--- src/rtl/ctrl_pkg.sv ---
// ctrl_pkg: shared definitions for the multi-cycle control unit.
//   - FSM state encodings (4-bit, visible on out_state)
//   - ALU operation codes (same values the ALU decodes)
//   - data-processing command and condition-code constants
//   - datapath mux select constants
//   - helpers that classify and remap data-processing commands
package ctrl_pkg;

  typedef enum logic [3:0] {
    S_FETCH   = 4'd0,
    S_DECODE  = 4'd1,
    S_EXEC_DP = 4'd2,
    S_ALU_WB  = 4'd3,
    S_MEM_ADR = 4'd4,
    S_MEM_RD  = 4'd5,
    S_MEM_WB  = 4'd6,
    S_MEM_WR  = 4'd7,
    S_BRANCH  = 4'd8
  } state_t;

  // ALU operation encodings
  localparam logic [3:0] ALU_AND = 4'b0000;
  localparam logic [3:0] ALU_EOR = 4'b0001;
  localparam logic [3:0] ALU_SUB = 4'b0010;
  localparam logic [3:0] ALU_ADD = 4'b0100;

  // Data-processing commands that need remapping
  localparam logic [3:0] CMD_TST = 4'b1000;
  localparam logic [3:0] CMD_TEQ = 4'b1001;
  localparam logic [3:0] CMD_CMP = 4'b1010;
  localparam logic [3:0] CMD_CMN = 4'b1011;

  // Condition codes
  localparam logic [3:0] COND_EQ = 4'b0000;
  localparam logic [3:0] COND_NE = 4'b0001;
  localparam logic [3:0] COND_CS = 4'b0010;
  localparam logic [3:0] COND_CC = 4'b0011;
  localparam logic [3:0] COND_MI = 4'b0100;
  localparam logic [3:0] COND_PL = 4'b0101;
  localparam logic [3:0] COND_VS = 4'b0110;
  localparam logic [3:0] COND_VC = 4'b0111;
  localparam logic [3:0] COND_HI = 4'b1000;
  localparam logic [3:0] COND_LS = 4'b1001;
  localparam logic [3:0] COND_GE = 4'b1010;
  localparam logic [3:0] COND_LT = 4'b1011;
  localparam logic [3:0] COND_GT = 4'b1100;
  localparam logic [3:0] COND_LE = 4'b1101;
  localparam logic [3:0] COND_AL = 4'b1110;

  // Mux selects
  localparam logic       SRCA_PC     = 1'b0;
  localparam logic       SRCA_REG    = 1'b1;
  localparam logic [1:0] SRCB_REG    = 2'd0;
  localparam logic [1:0] SRCB_IMM    = 2'd1;
  localparam logic [1:0] SRCB_FOUR   = 2'd2;
  localparam logic       ADR_PC      = 1'b0;
  localparam logic       ADR_ALUOUT  = 1'b1;
  localparam logic [1:0] RES_ALUOUT  = 2'd0;
  localparam logic [1:0] RES_MEMDATA = 2'd1;
  localparam logic [1:0] RES_ALU     = 2'd2;

  // Compare commands write flags only, never a register.
  function automatic logic is_compare(input logic [3:0] cmd);
    return (cmd == CMD_TST) || (cmd == CMD_TEQ) ||
           (cmd == CMD_CMP) || (cmd == CMD_CMN);
  endfunction

  // Logical commands leave C and V untouched when flags update.
  function automatic logic is_logical(input logic [3:0] cmd);
    return (cmd == 4'b0000) || (cmd == 4'b0001) ||
           (cmd[3:1] == 3'b100) || (cmd[3:2] == 2'b11);
  endfunction

  // Compares reuse the ALU's arithmetic/logic op without writeback.
  function automatic logic [3:0] map_cmd(input logic [3:0] cmd);
    case (cmd)
      CMD_TST: return ALU_AND;
      CMD_TEQ: return ALU_EOR;
      CMD_CMP: return ALU_SUB;
      CMD_CMN: return ALU_ADD;
      default: return cmd;
    endcase
  endfunction

endpackage

--- src/rtl/cond_check.sv ---
// cond_check: combinational ARM condition-code evaluation.
//   i cond[3:0]  : instruction condition field
//   i flags[3:0] : NZCV register
//   o pass       : 1 when the instruction should execute
module cond_check
  import ctrl_pkg::*;
(
  input  logic [3:0] cond,
  input  logic [3:0] flags,
  output logic       pass
);

  logic w_n, w_z, w_c, w_v;
  assign {w_n, w_z, w_c, w_v} = flags;

  always_comb begin
    pass = 1'b1;
    case (cond)
      COND_EQ: pass = w_z;
      COND_NE: pass = ~w_z;
      COND_CS: pass = w_c;
      COND_CC: pass = ~w_c;
      COND_MI: pass = w_n;
      COND_PL: pass = ~w_n;
      COND_VS: pass = w_v;
      COND_VC: pass = ~w_v;
      COND_HI: pass = w_c & ~w_z;
      COND_LS: pass = ~w_c | w_z;
      COND_GE: pass = (w_n == w_v);
      COND_LT: pass = (w_n != w_v);
      COND_GT: pass = ~w_z & (w_n == w_v);
      COND_LE: pass = w_z | (w_n != w_v);
      default: pass = 1'b1;  // AL, and 1111 behaves as AL
    endcase
  end

endmodule

--- src/rtl/multicycle_ctrl_unit.sv ---
// multicycle_ctrl_unit: control FSM of the multi-cycle processor.
//   i clk, reset_n (async, active-low)
//   i instr[31:0]           : instruction register contents
//   i alu_*_flag            : ALU N/Z/C/V outputs
//   o out_operation_select  : ALU op code
//   o out_alu_carry         : registered C flag into the ALU
//   o out_alu_src_a/_b      : ALU operand muxes
//   o out_adr_src           : memory address mux
//   o out_result_src        : result mux
//   o out_ir/pc/mem/reg_write : write enables (forced low during reset)
//   o out_flags             : NZCV register
//   o out_state             : current FSM state
module multicycle_ctrl_unit #(
  parameter logic [3:0] RESET_FLAGS = 4'b0000,
  parameter int         FETCH_INC   = 4
) (
  input  logic        clk,
  input  logic        reset_n,
  input  logic [31:0] instr,
  input  logic        alu_negative_flag,
  input  logic        alu_zero_flag,
  input  logic        alu_carry_out_flag,
  input  logic        alu_overflow_flag,
  output logic [3:0]  out_operation_select,
  output logic        out_alu_carry,
  output logic        out_alu_src_a,
  output logic [1:0]  out_alu_src_b,
  output logic        out_adr_src,
  output logic [1:0]  out_result_src,
  output logic        out_ir_write,
  output logic        out_pc_write,
  output logic        out_mem_write,
  output logic        out_reg_write,
  output logic [3:0]  out_flags,
  output logic [3:0]  out_state
);
  import ctrl_pkg::*;

  // The datapath hard-wires the src_b=2 constant; it must match this.
  if (FETCH_INC != 4) begin : g_bad_fetch_inc
    $error("FETCH_INC must be 4");
  end

  state_t     r_state;
  logic [3:0] r_flags;

  logic [3:0] w_cond, w_cmd;
  logic [1:0] w_op;
  logic       w_imm, w_s_bit, w_cond_pass;
  logic       w_ir_write, w_pc_write, w_mem_write, w_reg_write;
  logic       w_unused_ok;

  assign w_cond      = instr[31:28];
  assign w_op        = instr[27:26];
  assign w_imm       = instr[25];
  assign w_cmd       = instr[24:21];
  assign w_s_bit     = instr[20];  // also L for memory instructions
  assign w_unused_ok = &{1'b0, instr[19:0]};

  cond_check u_cond_check (
    .cond  (w_cond),
    .flags (r_flags),
    .pass  (w_cond_pass)
  );

  always_ff @(posedge clk or negedge reset_n) begin
    if (!reset_n) begin
      r_state <= S_FETCH;
      r_flags <= RESET_FLAGS;
    end else begin
      if (r_state == S_EXEC_DP && (w_s_bit || is_compare(w_cmd))) begin
        r_flags[3:2] <= {alu_negative_flag, alu_zero_flag};
        if (!is_logical(w_cmd))
          r_flags[1:0] <= {alu_carry_out_flag, alu_overflow_flag};
      end
      case (r_state)
        S_FETCH:  r_state <= S_DECODE;
        S_DECODE: begin
          if (!w_cond_pass)      r_state <= S_FETCH;
          else if (w_op == 2'b00) r_state <= S_EXEC_DP;
          else if (w_op == 2'b01) r_state <= S_MEM_ADR;
          else if (w_op == 2'b10) r_state <= S_BRANCH;
          else                    r_state <= S_FETCH;
        end
        S_EXEC_DP: r_state <= is_compare(w_cmd) ? S_FETCH : S_ALU_WB;
        S_MEM_ADR: r_state <= w_s_bit ? S_MEM_RD : S_MEM_WR;
        S_MEM_RD:  r_state <= S_MEM_WB;
        default:   r_state <= S_FETCH;
      endcase
    end
  end

  always_comb begin
    out_operation_select = ALU_ADD;
    out_alu_src_a        = SRCA_PC;
    out_alu_src_b        = SRCB_REG;
    out_adr_src          = ADR_PC;
    out_result_src       = RES_ALUOUT;
    w_ir_write           = 1'b0;
    w_pc_write           = 1'b0;
    w_mem_write          = 1'b0;
    w_reg_write          = 1'b0;
    case (r_state)
      S_FETCH: begin
        out_alu_src_b  = SRCB_FOUR;
        out_result_src = RES_ALU;
        w_ir_write     = 1'b1;
        w_pc_write     = 1'b1;
      end
      S_EXEC_DP: begin
        out_alu_src_a        = SRCA_REG;
        out_alu_src_b        = w_imm ? SRCB_IMM : SRCB_REG;
        out_operation_select = map_cmd(w_cmd);
      end
      S_ALU_WB: w_reg_write = 1'b1;
      S_MEM_ADR: begin
        out_alu_src_a = SRCA_REG;
        out_alu_src_b = SRCB_IMM;
      end
      S_MEM_RD: out_adr_src = ADR_ALUOUT;
      S_MEM_WB: begin
        out_result_src = RES_MEMDATA;
        w_reg_write    = 1'b1;
      end
      S_MEM_WR: begin
        out_adr_src = ADR_ALUOUT;
        w_mem_write = 1'b1;
      end
      S_BRANCH: begin
        out_alu_src_b  = SRCB_IMM;
        out_result_src = RES_ALU;
        w_pc_write     = 1'b1;
      end
      default: ;
    endcase
  end

  // Enables are gated directly by reset_n so nothing is written while
  // reset is held, even in the cycle where it asserts.
  assign out_ir_write  = w_ir_write  & reset_n;
  assign out_pc_write  = w_pc_write  & reset_n;
  assign out_mem_write = w_mem_write & reset_n;
  assign out_reg_write = w_reg_write & reset_n;

  assign out_flags     = r_flags;
  assign out_alu_carry = r_flags[1];
  assign out_state     = r_state;

endmodule
--- config.mk ---
export PLATFORM = sky130hd
export DESIGN_NAME = multicycle_ctrl_unit
export DESIGN_NICKNAME = d
export VERILOG_FILES = /design/src/rtl/ctrl_pkg.sv /design/src/rtl/cond_check.sv /design/src/rtl/multicycle_ctrl_unit.sv
export SDC_FILE = /design/constraint.sdc
export NUM_CORES = 1
export LEC_CHECK = 0
export ABC_CLOCK_PERIOD_IN_PS = 2700
export BUFFER_PORTS_ARGS = -buffer_cell sky130_fd_sc_hd__buf_2
export CORE_MARGIN = 3
export CORE_UTILIZATION = 40
export DETAILED_ROUTE_END_ITERATION = 6
export GPL_ROUTABILITY_DRIVEN = 0
export HOLD_SLACK_MARGIN = 0.1
export PLACE_DENSITY = 0.8
export SYNTH_ARGS = -nofsm -noshare
export SYNTH_HDL_FRONTEND = slang
export SYNTH_SLANG_ARGS = --single-unit
--- constraint.sdc ---
create_clock -name clk -period 2.7 [get_ports clk]
set_input_delay 0.54 -clock clk [delete_from_list [all_inputs] [get_ports clk]]
set_output_delay 0.54 -clock clk [all_outputs]
set_load 0.02 [all_outputs]
# Word-level counts from Yosys, hierarchy flattened

Cells that the tools add are included.

Flip-flop bits (word level): 8
Word-level logic and storage cells: 85
Input bits: 38

Reductions and logical operators: 18
Equal/unequal tests: 32
Multiplexer cells: 19
Bitwise operators: 13

Operators by type and width:

| cell                 | count |
|---|---|
| $eq A4 B4 Y1 const B | 11 |
| $eq A4 B3 Y1 const B | 8 |
| $mux W4              | 5 |
| $pmux W4 S5          | 1 |
| $eq A4 B2 Y1 const B | 4 |
| $pmux W4 S4          | 1 |
| $pmux W1 S14         | 1 |
| $eq A4 B1 Y1 const B | 3 |
| $logic_not A4 Y1     | 3 |
| $reduce_or A2 Y1     | 5 |
| $logic_or A1 B1 Y1   | 7 |
| $mux W1              | 7 |
| $and A1 B1 Y1        | 6 |
| $pmux W2 S3          | 1 |
| $not A1 Y1           | 5 |
| $eq A2 B2 Y1 const B | 2 |
| $mux W2              | 2 |
| $pmux W2 S2          | 1 |
| $eq A3 B3 Y1 const B | 1 |
| $eq A2 B1 Y1 const B | 1 |
| $logic_not A2 Y1     | 1 |
| $or A1 B1 Y1         | 2 |
| $reduce_and A2 Y1    | 1 |
| $eq A1 B1 Y1         | 1 |
| other kinds (2)      | 2 |

# Logic depth before layout (Yosys ltp)

Gate-level depths: netlist of the first run.

Depth after elaboration: 7
Mapped depth: 6

# Modules after synthesis

From an unflattened synthesis of the first run, not the netlist that was laid out.

Cells, all modules: 82
Area, all modules: 710.7 um2

By module, submodules not included:

| module               | cells each | instances | area an instance (um2) | sequential area each (um2) |
|---|---|---|---|---|
| multicycle_ctrl_unit | 59         | 1         | 545.5                  | 200.2 |
| cond_check           | 23         | 1         | 165.2                  | 0.0 |

# Worst setup path before layout of the first run

No wires, ideal clock.

Path kind: reg-to-output
From: register r_state[1], in the netlist out_state[1]
To: output out_ir_write
Path slack: 241 ps
Data arrival time: 1919 ps
Cell stages (with the launch flop): 5
Cells stage by stage: dfrtp_1 -> clkbuf_1 -> nor3_1 -> and2_1 -> nor2b_1

Cells in the longest elaborated chain, start to end: 3

Ends and longest elaborated chain:

| what                   | RTL line                    | source |
|---|---|---|
| start, declared        | multicycle_ctrl_unit.sv:44  | `state_t r_state;` |
| start signal, assigned | multicycle_ctrl_unit.sv:85  | `S_EXEC_DP: r_state <= is_compare(w_cmd) ? S_FETCH : S_ALU_WB;` |
| start signal, assigned | multicycle_ctrl_unit.sv:86  | `S_MEM_ADR: r_state <= w_s_bit ? S_MEM_RD : S_MEM_WR;` |
| $logic_not A4 Y1       | multicycle_ctrl_unit.sv:103 | `case (r_state)` |
| $mux W1                | multicycle_ctrl_unit.sv:103 |  |
| $and A1 B1 Y1          | multicycle_ctrl_unit.sv:140 | `assign out_ir_write = w_ir_write & reset_n;` |
| end, declared          | multicycle_ctrl_unit.sv:30  | `output logic out_ir_write,` |

Every way passes these cells.

# Final worst setup path of the first run

From: register r_state[2], in the netlist out_state[2]
To: output out_operation_select[0]

Cells in the longest elaborated chain, start to end: 2

Ends and longest elaborated chain:

| what          | RTL line                    | source |
|---|---|---|
| $eq A4 B2 Y1  | n/a                         |  |
| $mux W4       | multicycle_ctrl_unit.sv:103 |  |
| end, declared | multicycle_ctrl_unit.sv:24  | `output logic [3:0] out_operation_select,` |

Every way passes these cells.

==> impl_metrics.ini, run 1 <==
[grt]
grt_max_degree = 12
grt_pass1_wl_um = 2980
grt_pass1_vias = 696
grt_overflow = 0
antenna_found_initial = 0
gr-usage-all-layers_pct = 15.7

[timing]
drv_slew = 0
setup_viol = 0
rsz0062_at_grt = no
worstMarginPinSlew_ns = 0.350
finClkSkew_ns = 0.00441
hold_viol_final = 0
max_freq_ghz = 0.479
layout_min_cycle_time_ns = 2.09
relSlewSlack_pct = 76.7
finalSetupTns_ns = 0
fin_crit_sh_pct = 77.3

[clocking]
postCtsHoldBufs = 0
cts_sinks = 8
cts_setup_buffers = 0
clk_latency_ns = 0.26
root_buffer = clkbuf_4
clk_pin_slew_worst_paths_ns = 0.06
cts_tree = built
htreeDepth = 1
post_cts_resize_count = 0
clockBufferDepth = 2
numCtsBuffers = 3

[power_and_ir_drop]
leakagePower_nw = 0.470
total_power_w = 0.000880
power.density_nw_per_um2 = 935
irDropWorstVdd_mv = 0.375

[floorplanning]
start_util_pct = 45.1
die_x_um = 48.6
die-area_um2 = 2360
fp-row-count = 14
die-height_um = 48.6
io_pins = 61
coreArea_um2 = 1610

[place]
hpwlAfterDp_um = 1420
io_buffers = 40

[final_layout]
areaGrowthSynthToFinish_pct = 29.4
final_common_cell = buf_2
mostFrequentLayoutCells = buf_2, dfrtp_1, nor2_1, nand2_1, nor3_1
drive_gt1_share_pct = 40.3
antenna_cells = 0
nets = 164
fin_util_pct = 58.4

[route]
drt_first_pass_iters = 4
ant_nets = 0
wl_per_cell_um = 12.5
routed_wl_um = 1860
drtIter0Drc = 15
num_vias = 795
via_per_inst = 5.37
drcViolationCount = 0

[worst_setup_path]
end_kind = output pin
worstSetupStartpointType = flip-flop
arrival_ns = 1.55
crit_slowest_cell = dfrtp_1
cp_slowest_stage_delay_ns = 0.49
path_delay_family = simple AND/OR/NAND/NOR gates
critPathBufInv = 1
crit_chain = nor2_1 > and3_1 > and3_1 > buf_2
worstPathRequired_ns = 2.16
path_max_fanout = 11
crit_top_cell = and3_1
crit_type = flip-flop to output pin

[logic_synthesis]
synth.distinct_cells = 33
avgSynthCellArea_um2 = 8.36
synth_nets = 125
yosys-top-cells-area = dfrtp_1, xnor2_1, mux2_2
yosysWarnings = 0
synth_seq_cells = 8
synth_area_leader_cell = dfrtp_1
yosysTopAreaCellShare_pct = 27.5
synthesis.area_um2 = 727
netlist_instances = 87
ys_seq_area_share_pct = 27.5

[min_path]
hp-class = primary input to asynchronous set/reset pin

[job]
maxCapViolations = 0

[status]
outcome = finished, final reports clean
cell families after synthesis:
family                    Yosys count  share of synthesized area [%]
AOI/OAI and AO/OA                  13                           13.1
xor gates and xnor gates            5                           6.02
buffers and inverters              10                           7.40
DFF                                 8                           27.5
muxes                               7                           10.3
and+or+nand+nor                    44                           35.6
report_power, final:
group          switching, W  total [W]  internal [W]
combinational      0.000302   0.000522      0.000220
sequential        0.0000971   0.000264      0.000167
clock             0.0000428  0.0000938     0.0000510
final timing paths:
path,start,endpoint,slack [ns],depth (start not counted)
max,out_state[2],out_operation_select[0],0.61,4
min,reset_n,out_state[0],0.12,1
max reg2reg,out_state[2],out_flags[0],0.96,5
min reg2reg,out_flags[2],out_flags[2],0.59,1
max in group asynchronous,reset_n,out_flags[3],2.39,1
min in group clk,instr[26],out_state[3],0.47,2
layout make-up:
class	count	area, um^2
clock buffer	3	22.5
fill	153	671
inverter	4	15.0
multi-input combinational	69	473
sequential	8	200
tap	24	30.0
timing repair buffer	40	200
worst reg2reg max path, cell delays in order, from the launching register on:
cell and delay, ns:
dfrtp_1 0.49, nor2_1 0.21, and3_1 0.25, o21ai_1 0.14
nand2b_1 0.21, mux2_1 0.31
per-layer routing:
metal  wire length (um)  share of wire [%]  up-vias  global-route usage, %
met3                111                6.0        4                   4.91
met1                778                 42      373                   18.4
met5                  0                  0        -                      0
li1                   -                  -      392                      -
met2                938                 51       26                   26.0
met4                 27                1.5        0                   7.58
synth_stat cells:
cell      number
a21oi_1        1
a311oi_2       1
a31oi_1        5
a32oi_1        1
and2_1         1
and3_1         5
and4bb_2       1
buf_2          1
buf_4          2
buf_6          1
clkbuf_1       2
dfrtp_1        8
inv_1          4
mux2_1         1
mux2_2         3
mux2i_1        3
nand2_1        7
nand2b_1       4
nand3b_1       2
nand4b_1       1
nor2_1         7
nor2b_1        5
nor3_1         6
nor3b_1        1
nor4_1         2
nor4bb_2       1
o21a_2         1
o21ai_1        1
o22ai_1        2
o32ai_1        1
or4b_1         1
xnor2_1        4
xor2_1         1
sequential cells by signal (all words and copies together) (netlist names):
name       flops
out_flags      4
out_state      4
per-stage QoR:
step / setup WS, ns / hold slack (ns) / std cells / cell area, um^2
after floorplan: 0.241 / 0.244 / 87 / 727
after global placement: 0.788 / 0.400 / 145 / 918
after detailed placement: 0.699 / 0.401 / 145 / 918
after CTS: 0.606 / 0.121 / 148 / 941
after global routing: 0.472 / 0.127 / 148 / 941
final: 0.612 / 0.124 / 148 / 941
No activity file was read; power rests on OpenSTA's default activity.
==> inputs of run 2 (changes only) <==
ABC_CLOCK_PERIOD_IN_PS = 2200   (was 2700)
CORE_UTILIZATION = 38   (was 40)
PLACE_DENSITY = 0.76   (was 0.8)
clock period = 2.2 ns   (was 2.7 ns; I/O delays follow)
==> run 2 against run 1 <==
Compared with the run above: total power up 22%; first-iteration DRC count down 73%; utilization down 4.0 points; combinational power up 24%; register-to-register slack worse by 0.51 ns; via count down 1.4%; critical path type is now primary input to output pin.
==> impl_metrics.ini, run 2 (same netlist as run 1, synthesis figures left out) <==
[grt]
grt_pass1_wl_um = 2970
grt_pass1_vias = 694
grt_overflow = 0
antenna_found_initial = 0
gr-usage-all-layers_pct = 15.3
grt_max_degree = 12

[floorplanning]
io_pins = 61
die_x_um = 49.7
die-area_um2 = 2470
fp-row-count = 15
die-height_um = 49.7
start_util_pct = 41.2
coreArea_um2 = 1760

[min_path]
hp-class = primary input to flip-flop

[timing]
setup_viol = 0
relSlewSlack_pct = 74.7
hold_viol_final = 0
fin_crit_sh_pct = 93.1
finalSetupTns_ns = 0
finClkSkew_ns = 0.00205
max_freq_ghz = 0.488
rsz0062_at_grt = no
worstMarginPinSlew_ns = 0.380
drv_slew = 0
layout_min_cycle_time_ns = 2.05
layout_setup_ws_ns = 0.151

[route]
routed_wl_um = 1790
drt_first_pass_iters = 4
wl_met3_um = 120
ant_nets = 0
top_layer_used = met4
m1WireLength_um = 806
drcViolationCount = 0
via_per_inst = 5.23
wl_per_cell_um = 11.9
route.met2.wl_um = 852
drtIter0Drc = 4
num_vias = 784

[clocking]
clk_latency_ns = 0.24
root_buffer = clkbuf_4
clockBufferDepth = 2
cts_tree = built
htreeDepth = 1
cts_sinks = 8
clk_pin_slew_worst_paths_ns = 0.05
numCtsBuffers = 3
cts_setup_buffers = 0

[final_layout]
mostFrequentLayoutCells = buf_2, dfrtp_1, nor2_1, nand2_1
fillers = 189
areaGrowthSynthToFinish_pct = 32.0
antenna_cells = 0
regArea_um2 = 200
nets = 165
design_area_um2 = 960
multiInputGateArea_um2 = 478
drive_gt1_share_pct = 40.8
fin_util_pct = 54.4
final_common_cell = buf_2

[place]
hpwlAfterDp_um = 1440
io_buffers = 40
pre_cts_ws_ns = 0.342
place_area_um2 = 925

[status]
outcome = finished, final reports clean

[worst_setup_path]
worstSetupStartpointType = primary input
worstPathRequired_ns = 1.76
arrival_ns = 1.61
crit_type = primary input to output pin
path_max_fanout = 10
end_kind = output pin

[power_and_ir_drop]
irDropWorstVdd_mv = 0.601
power.density_nw_per_um2 = 1120
leakagePower_nw = 0.476

[job]
maxCapViolations = 0
==> run 2: cell count changes in the layout (fill, tap and decap cells not counted) <==
cell,change
dlygate4sd3_1,+1
buf_4,+1
nor3_2,+1
nor3_1,-1
buf_2,-1
==> run 2: worst paths after layout <==
| path | start | end | cells past startpoint | slack [ns] |
|---|---|---|---|---|
| worst min register to register | out_flags[1] | out_flags[1] | 1 | 0.57 |
| max in group asynchronous | reset_n | out_flags[0] | 2 | 1.48 |
| worst max-delay path | reset_n | out_reg_write | 5 | 0.15 |
| worst max register to register | out_state[2] | out_flags[0] | 5 | 0.45 |
| worst min-delay path | instr[26] | out_state[3] | 2 | 0.39 |
| min in group asynchronous | reset_n | out_state[3] | 2 | 0.58 |
==> run 2: timing repair <==
action,in CTS,in global routing
hold buffers,1,0
endpoints found under the hold margin,8,0
resized for setup,0,2
setup endpoints to repair,0,2
==> run 2: area by class of cell <==
class | count | area share (%)
Tap cell | 25 | 3.26
Sequential cell | 8 | 20.9
Multi-Input combinational cell | 69 | 49.8
Timing Repair Buffer | 41 | 22.2
Clock buffer | 3 | 2.35
Inverter | 4 | 1.56
==> run 2: power breakdown <==
part / switching (W) / internal [W] / total (W)
Combinational: 0.000369 / 0.000275 / 0.000645
Sequential: 0.000121 / 0.000205 / 0.000326
Clock: 0.0000421 / 0.0000619 / 0.000104
Total: 0.000532 / 0.000543 / 0.00107
==> run 2: critical path, cell delays in order <==
cell and delay (ns):
dlygate4sd3_1 0.54, buf_4 0.18, nand2_1 0.08, nor3_1 0.17
buf_2 0.19
==> run 2: per-layer routing <==
metal / track usage [%] / vias to the layer above
li1: - / 399
met1: 19.6 / 355
met2: 24.2 / 28
met3: 4.53 / 2
met4: 5.53 / 0
met5: 0 / -
==> run 2: through the flow <==
step,cells,total power [W],hold WS [ns]
final,150,0.00107,0.394
after detailed placement,146,0.000973,0.304
after floorplan,87,0.000795,0.144
after global placement,146,0.000956,0.303
after global routing,150,0.00116,0.389
after CTS,150,0.00109,0.381
==> inputs of run 3 (changes only) <==
ABC_CLOCK_PERIOD_IN_PS = 2430   (was 2200)
CORE_UTILIZATION = 40   (was 38)
PLACE_DENSITY = 0.8   (was 0.76)
clock period = 2.43 ns   (was 2.2 ns; I/O delays follow)
==> run 3 against run 2 <==
Compared with the run above: clock skew rose by 0.0026 ns; critical path depth did not move; sequential cell count did not move; clock-buffer cell count did not move; register-to-register slack improved by 0.24 ns; sequential share of layout area rose by 0.19 points; sequential power fell by 10%; combinational power fell by 9.9%; critical path type unchanged; largest cell class unchanged; largest power group unchanged.
==> impl_metrics.ini, run 3 (same netlist as run 1, synthesis figures left out) <==
[status]
outcome = finished, final reports clean

[worst_setup_path]
worstPathRequired_ns = 1.94
crit_type = primary input to output pin
path_max_fanout = 10
arrival_ns = 1.71
end_kind = output pin
worstSetupStartpointType = primary input

[timing]
hold_viol_final = 0
max_freq_ghz = 0.456
rsz0062_at_grt = no
setup_viol = 0
finClkSkew_ns = 0.00470
layout_min_cycle_time_ns = 2.20
finalSetupTns_ns = 0
drv_slew = 0
relSlewSlack_pct = 76.6
worstMarginPinSlew_ns = 0.350
fin_crit_sh_pct = 90.3

[place]
place_inst = 145
place_area_um2 = 918
io_buffers = 40
hpwlAfterDp_um = 1420

[route]
drtIter0Drc = 15
num_vias = 802
routed_wl_um = 1870
via_per_inst = 5.38
wl_per_cell_um = 12.5
ant_nets = 0
drcViolationCount = 0
drt_first_pass_iters = 4

[grt]
grt_max_degree = 12
gr-usage-all-layers_pct = 15.9
grt_pass1_wl_um = 3000
antenna_found_initial = 0
grt_pass1_vias = 702
grt_overflow = 0

[final_layout]
mostFrequentLayoutCells = buf_2, dfrtp_1, nor2_1, nand2_1, nor3_1
fillers = 152
fin_util_pct = 59.0
antenna_cells = 0
final_common_cell = buf_2
design_area_um2 = 951
regArea_um2 = 200
areaGrowthSynthToFinish_pct = 30.8
nets = 165
drive_gt1_share_pct = 40.0
multiInputGateArea_um2 = 473
final_cells = 149

[floorplanning]
die-area_um2 = 2360
die_x_um = 48.6
start_util_pct = 45.1
fp-row-count = 14
io_pins = 61
coreArea_um2 = 1610
die-height_um = 48.6

[clocking]
post_cts_resize_count = 0
clk_pin_slew_worst_paths_ns = 0.06
cts_sinks = 8
root_buffer = clkbuf_4
clockBufferDepth = 2
cts_setup_buffers = 0
numCtsBuffers = 3
cts_tree = built
postCtsHoldBufs = 1
clk_latency_ns = 0.26
htreeDepth = 1

[power_and_ir_drop]
power.density_nw_per_um2 = 1030
irDropWorstVdd_mv = 0.416
leakagePower_nw = 0.474

[job]
maxCapViolations = 0

[min_path]
hp-class = primary input to flip-flop
==> run 3: worst paths after layout <==
check	start	to	slack, ns	cells after the start
setup / recovery	reset_n	out_ir_write	0.23	5
setup reg to reg	out_state[2]	out_flags[0]	0.69	5
hold / removal	instr[26]	out_state[3]	0.42	2
hold reg to reg	out_flags[2]	out_flags[2]	0.59	1
min in group asynchronous	reset_n	out_state[0]	0.62	2
max in group asynchronous	reset_n	out_flags[3]	1.62	2
==> run 3: where the power goes <==
part | internal [W] | switching [W] | leakage, nW
sequential | 0.000186 | 0.000107 | 0.101
clock | 0.0000567 | 0.0000478 | 0.0138
combinational | 0.000246 | 0.000335 | 0.359
==> run 3: stage by stage <==
step	hold WS (ns)	setup slack [ns]	power [W]
3_5_place_dp	0.347	0.483	0.000874
5_1_grt	0.416	0.132	0.00104
6_report	0.417	0.235	0.000978
4_1_cts	0.412	0.232	0.000980
3_3_place_gp	0.346	0.572	0.000859
2_1_floorplan	0.190	0.0255	0.000714
==> run 3: cell type report <==
type | count | area share (%)
Timing Repair Buffer | 41 | 22.1
Multi-Input combinational cell | 69 | 49.7
Clock buffer | 3 | 2.37
Inverter | 4 | 1.58
Tap cell | 24 | 3.16
Sequential cell | 8 | 21.1
==> run 3: critical path, stage by stage <==
cell and delay [ns]:
dlygate4sd3_1 0.53, buf_2 0.23, and2_1 0.17, nor2b_1 0.12, buf_2 0.17
==> run 3: routing by layer <==
layer / track usage (%) / part of all wire, %
met1: 18.4 / 41
met2: 26.5 / 51
met3: 4.91 / 6.1
met4: 7.58 / 1.4
met5: 0 / 0
